===== src/rtl/loop_sequencer_pkg.sv =====
`default_nettype none
// ============================================================================
//  Module      : loop_sequencer_pkg
//  Description : Shared state encoding and default widths for loop_sequencer.
//  Revision    : 1.0 - initial release
// ============================================================================
package loop_sequencer_pkg;

    localparam int c_default_inner_width = 4;
    localparam int c_default_outer_width = 4;

    typedef enum logic [1:0] {
        S_IDLE = 2'd0,
        S_RUN  = 2'd1,
        S_DONE = 2'd2
    } state_t;

endpackage
`default_nettype wire


===== src/rtl/loop_sequencer_counter.sv =====
`default_nettype none
// ============================================================================
//  Module      : loop_sequencer_counter
//  Description : Up-counter with synchronous clear; load_i advances the count.
//  Revision    : 1.0 - initial release
// ============================================================================
module loop_sequencer_counter #(
    parameter int WIDTH = 4
) (
    input  logic             clk_i,
    input  logic             rst_i,
    input  logic             load_i,
    output logic [WIDTH-1:0] count_o
);

    logic [WIDTH-1:0] r_count;

    always_ff @(posedge clk_i) begin
        if (rst_i) begin
            r_count <= '0;
        end else if (load_i) begin
            r_count <= r_count + WIDTH'(1);
        end
    end

    assign count_o = r_count;

endmodule
`default_nettype wire


===== src/rtl/loop_sequencer.sv =====
`default_nettype none
// ============================================================================
//  Module      : loop_sequencer
//  Description : Two-level (inner/outer) loop index sequencer, one beat per
//                RUN cycle. Define LOOP_SEQUENCER_STALL_EN to honour stall_i.
//  Revision    : 1.0 - initial release
// ============================================================================
module loop_sequencer
    import loop_sequencer_pkg::*;
#(
    parameter int INNER_WIDTH = c_default_inner_width,
    parameter int OUTER_WIDTH = c_default_outer_width
) (
    input  logic                   clk_i,
    input  logic                   rst_i,
    input  logic                   start_i,
    input  logic                   abort_i,
    input  logic                   stall_i,
    input  logic [INNER_WIDTH-1:0] inner_last_i,
    input  logic [OUTER_WIDTH-1:0] outer_last_i,
    output logic                   busy_o,
    output logic                   done_o,
    output logic                   beat_o,
    output logic                   last_o,
    output logic                   counter_rst_o,
    output logic [INNER_WIDTH-1:0] inner_idx_o,
    output logic [OUTER_WIDTH-1:0] outer_idx_o
);

    state_t                 r_state;
    state_t                 w_state_nxt;
    logic [INNER_WIDTH-1:0] r_inner_last;
    logic [OUTER_WIDTH-1:0] r_outer_last;
    logic [OUTER_WIDTH-1:0] r_outer_idx;
    logic [INNER_WIDTH-1:0] w_inner_idx;
    logic                   w_stall;
    logic                   w_accept;
    logic                   w_beat;
    logic                   w_inner_wrap;
    logic                   w_last;
    logic                   w_inner_clr;

`ifdef LOOP_SEQUENCER_STALL_EN
    assign w_stall = stall_i;
`else
    logic w_unused_stall;
    assign w_unused_stall = stall_i;
    assign w_stall        = 1'b0;
`endif

    // Abort outranks both a pending start and an issuing beat.
    assign w_accept     = (r_state == S_IDLE) & start_i & ~abort_i;
    assign w_beat       = (r_state == S_RUN) & ~w_stall & ~abort_i;
    assign w_inner_wrap = w_beat & (w_inner_idx == r_inner_last);
    assign w_last       = w_inner_wrap & (r_outer_idx == r_outer_last);
    assign w_inner_clr  = rst_i | w_accept | w_inner_wrap;

    loop_sequencer_counter #(
        .WIDTH (INNER_WIDTH)
    ) u_inner_cnt (
        .clk_i   (clk_i),
        .rst_i   (w_inner_clr),
        .load_i  (w_beat),
        .count_o (w_inner_idx)
    );

    always_ff @(posedge clk_i) begin
        if (rst_i) begin
            r_state      <= S_IDLE;
            r_inner_last <= '0;
            r_outer_last <= '0;
            r_outer_idx  <= '0;
        end else begin
            r_state <= w_state_nxt;
            if (w_accept) begin
                r_inner_last <= inner_last_i;
                r_outer_last <= outer_last_i;
                r_outer_idx  <= '0;
            end else if (w_inner_wrap) begin
                // Final beat returns outer to zero so an all-ones limit never overflows.
                r_outer_idx <= w_last ? '0 : r_outer_idx + OUTER_WIDTH'(1);
            end
        end
    end

    always_comb begin
        w_state_nxt = r_state;
        case (r_state)
            S_IDLE:  if (w_accept) w_state_nxt = S_RUN;
            S_RUN:   begin
                if (abort_i)     w_state_nxt = S_IDLE;
                else if (w_last) w_state_nxt = S_DONE;
            end
            S_DONE:  w_state_nxt = S_IDLE;
            default: w_state_nxt = S_IDLE;
        endcase
    end

    assign busy_o        = (r_state == S_RUN);
    assign done_o        = (r_state == S_DONE);
    assign beat_o        = w_beat;
    assign last_o        = w_last;
    assign counter_rst_o = w_accept;
    assign inner_idx_o   = w_inner_idx;
    assign outer_idx_o   = r_outer_idx;

endmodule
`default_nettype wire


===== config.mk =====
export PLATFORM = sky130hd
export DESIGN_NAME = loop_sequencer
export DESIGN_NICKNAME = d
export VERILOG_FILES = /design/src/rtl/loop_sequencer_pkg.sv /design/src/rtl/loop_sequencer_counter.sv /design/src/rtl/loop_sequencer.sv
export SDC_FILE = /design/constraint.sdc
export NUM_CORES = 1
export LEC_CHECK = 0
export BUFFER_PORTS_ARGS = -buffer_cell sky130_fd_sc_hd__clkbuf_2
export CAP_MARGIN = 20
export CORE_MARGIN = 2
export CORE_UTILIZATION = 42
export CTS_CLUSTER_SIZE = 28
export DETAILED_ROUTE_END_ITERATION = 16
export PLACE_DENSITY = 0.74
export SLEW_MARGIN = 20
export SYNTH_ARGS = -nofsm -noshare
export SYNTH_HDL_FRONTEND = slang
export SYNTH_SLANG_ARGS = --single-unit

===== constraint.sdc =====
create_clock -name clk_i -period 2.1 [get_ports clk_i]
set_input_delay 0 -clock clk_i [delete_from_list [all_inputs] [get_ports clk_i]]
set_output_delay 0 -clock clk_i [all_outputs]
set_load 0.01 [all_outputs]

==> run summary <==
The data required time at the worst endpoint was 2.10 ns. The flow ran to the end, and the final reports show no timing, DRC or antenna violations. The die boundary width works out to 48.58 µm. In the final routed layout, each cell accounts on average for 10.63 µm. For this run, the detailed router's first-pass iteration total came to 4. The count of buffers added on input and output ports is 24.

The net count of the finished layout is 149, and the setup fix buffers added after clock tree synthesis is 0. The remaining antenna violation count was 0. In this run the tightest slew margin relative to its limit is 71.51%.

The run gives 0 as the number of resized instances in the post-cts repair step. Synthesized netlist cell count: 100. In the routed layout, each cell is associated on average with a via count of 4.850.

The tools report the HPWL after detailed placement as 1199 µm. Along the worst path, the maximum fanout reaches 5. Buffers inserted during clock tree synthesis total 3. Critical path start-end classification: reg -> out.

In this run, synthesis inferred 0 flip-flops with an integrated enable. In this run the cell area of the synthesized design comes to 834.6 µm². The area fraction of the dominant cell type after synthesis works out to 43.18%. The area of the die was 2360 µm². The highest metal layer carrying signal wires in the routed design is met4. The number of buffers and inverters on the critical path came out at 1. The clock reaches the later pin of the worst-skew pair after 0.30 ns. The run gives 0 as the detailed-route DRC error count. The run gives 15 as the detailed router's first-iteration violation count. The signal on the critical path passes through xor2_1 -> or4_4 -> nor3_1 -> clkbuf_2. The sum of met3 wire segment lengths after detailed routing was 63 µm; the maximum operating frequency was 555.5 MHz. The final period utilization was 85.72%.

The worst hold path belongs to the class in -> reg. The floorplan has 16 rows. The number of antenna violations at the first check in global routing was 0. The tools report the met2 layer wire length in the routed design as 781 µm. Counting every sink on the clock net gives 18. Among cell families on the critical path, the largest total delay comes from simple AND/OR/NAND/NOR gates.

The H-tree depth is 1, and the number of diodes added for antenna fixing is 0. The tools report the total negative slack for setup checks as 0 ns. The tools report the number of warnings printed during yosys synthesis as 0. The logs give 1922 µm² for the core area and 57.29% for the core occupancy in the finished layout. For the pin with the worst max-slew slack, the measured transition is 0.4235 ns. In this run the mean area of a mapped cell was 8.346 µm².

Setup repair after global routing left no endpoint under its margin. Data arrives at the worst endpoint at 1.80 ns. The biggest cell delay along the critical path was 0.58 ns. Summing over every cut layer, the via total after detailed routing is 776.

Shortest clock period the worst path allows after layout: 1.800 ns. The tools report the CTS root buffer as sky130_fd_sc_hd__clkbuf_4. The slowest stage of the critical path belongs to the cell sky130_fd_sc_hd__or4_4. By area the synthesized netlist is led by sky130_fd_sc_hd__dfxtp_1 (43%), sky130_fd_sc_hd__nand2_1 (8.1%), sky130_fd_sc_hd__a21oi_1 (6.6%), sky130_fd_sc_hd__xor2_1 (6.3%), sky130_fd_sc_hd__xnor2_1 (5.2%).

Routability-driven placement finished with a final weighted congestion of 0.7100. TritonCTS built the clock tree. The max-slew violation count was 0; the pin count of the biggest net entering global routing was 13. Setup violations remaining at the end of the flow were counted as 0.

Summed over all cells, the static leakage comes to 0.4744 nW. The first global-routing pass estimated 2870 µm of wire. For the maximum clock insertion buffer count, the log shows 2.

Global routing used 15.52% of the available tracks. Of the synthesized area, sequential elements account for 43.18%. The via count of the first global-routing pass was 678.

For this block, the routed nets add up to 1701 µm of wire. Category of the worst setup path launch point: a register. The total count of hold-check failures in the final report came out at 0. The top-level port count is 26, and the aggregate global routing overflow is 0. The final-layout fill cell count is 189, and the vertical die dimension is 48.58 µm. The max capacitance violation total was 0.

The number of nets in the synthesized netlist is 115. The biggest area contributor in the post-synthesis netlist is sky130_fd_sc_hd__dfxtp_1. STA classifies the critical path endpoint as a primary output.

For the final database, setup skew stands at 0.0009968 ns. The share of final-layout standard cells stronger than drive strength 1 works out to 24.06%. The clock-pin slew of the registers on the worst-case setup and hold paths is 0.10 ns. Of all flip-flops after synthesis, the portion carrying an async set or reset was 0%.

The power per cell area is 604.6 nW/µm², and the number of buffers inserted by hold repair at cts is 8. The starting density of the core was 43.42%. Counting flops and latches in the post-synthesis netlist gives 18.

From synthesis to final layout, the design area changed by 31.93%. Among all flip-flop cells after synthesis, the most frequent one is sky130_fd_sc_hd__dfxtp_1. Counting distinct cell types in the post-synthesis netlist gives 23.

After detailed routing, the wire length on met1 is 815 µm. VDD sags by at most 399.5 µV.
cells in the final DEF, fill, tap and decap left out, types with 3 or more instances in the layout:
| cell | n |
|---|---|
| sky130_fd_sc_hd__nor3_1 | 8 |
| sky130_fd_sc_hd__xor2_1 | 6 |
| sky130_fd_sc_hd__dlygate4sd3_1 | 8 |
| sky130_fd_sc_hd__clkbuf_2 | 24 |
| sky130_fd_sc_hd__a21oi_1 | 11 |
| sky130_fd_sc_hd__nor2_1 | 3 |
| sky130_fd_sc_hd__o21ai_0 | 3 |
| sky130_fd_sc_hd__nand2_1 | 18 |
| sky130_fd_sc_hd__xnor2_1 | 5 |
| sky130_fd_sc_hd__inv_1 | 3 |
| sky130_fd_sc_hd__clkbuf_4 | 3 |
| sky130_fd_sc_hd__dfxtp_1 | 18 |
metrics by stage:
step / cell area (µm²) / hold WS, ns / power [mW] / instances / setup WS [ns]
after floorplan: 834.6 / 0.1360 / 0.4212 / 100 / 0.3718
after global placement: 984.7 / 0.2236 / 0.4454 / 148 / 0.3692
after detailed placement: 984.7 / 0.2271 / 0.4474 / 148 / 0.3315
after CTS: 1101 / 0.01442 / 0.6702 / 160 / 0.2886
after global routing: 1101 / 0.02521 / 0.6988 / 160 / 0.2307
final: 1101 / 0.01313 / 0.6657 / 160 / 0.3000
per-layer routing:
| metal | vias up | GRT usage, % |
|---|---|---|
| li1 | 410 | - |
| met1 | 342 | 20.08 |
| met2 | 19 | 24.31 |
| met3 | 5 | 2.160 |
| met4 | 0 | 10.00 |
| met5 | - | 0 |
cell usage after synthesis, drive strengths merged (2+ instances only):
cell type and count:
nor3 8, or4 3, nor4 2, xor2 6, clkbuf 5, a32o 2
ha 2, a21oi 11, dfxtp 18, nor2b 2, a211o 2, inv 3
xnor2 5, nand4 2, nand2 18, o21ai 3, nor2 3
flip-flops by register name, summed over array words and instances (netlist names):
signal / cells
r_state: 2
r_outer_last: 4
r_inner_last: 4
outer_idx_o: 4
u_inner_cnt.count_o: 4
cells by family (layout without fill, tap and decap cells):
kind of cell | count (synthesis) | in the layout | share of synthesized area, %
muxes | 1 | 1 | 1.199
buffers and inverters | 9 | 42 | 4.048
DFF | 18 | 18 | 43.18
xor gates and xnor gates | 11 | 11 | 11.54
adders and majority gates | 2 | 2 | 2.998
and+or+nand+nor | 41 | 41 | 24.14
AOI/OAI and AO/OA | 18 | 18 | 12.89
worst register-to-register path, delay by kind of cell, from the launching register on:
kind,cells,cell delay (ns)
AOI/OAI and AO/OA,2,0.57
xor gates and xnor gates,1,0.11
DFF,1,0.43
and+or+nand+nor,1,0.58
power breakdown:
part | switching [mW] | internal [mW]
Sequential | 0.00738 | 0.351
Clock | 0.108 | 0.106
Combinational | 0.0492 | 0.0440
path summary, 6_finish.rpt:
| kind | start | to | slack, ns | cells after the start |
|---|---|---|---|---|
| max | outer_idx_o[1] | last_o | 0.30 | 4 |
| min | rst_i | r_outer_last[0] | 0.01 | 2 |
| max reg2reg | outer_idx_o[1] | outer_idx_o[2] | 0.31 | 4 |
| min reg2reg | r_inner_last[2] | r_inner_last[2] | 0.47 | 2 |
area by class of cell:
type,count,area [µm²],area share (%)
multi-input cells,73,440.4,40.00
flip-flops and latches,18,360.3,32.73
repair buffers,34,215.2,19.55
clock buffers,4,36.28,3.295
well taps,27,33.78,3.068
inverters,4,15.01,1.364
Note: power is estimated with default switching activity, not from simulation.
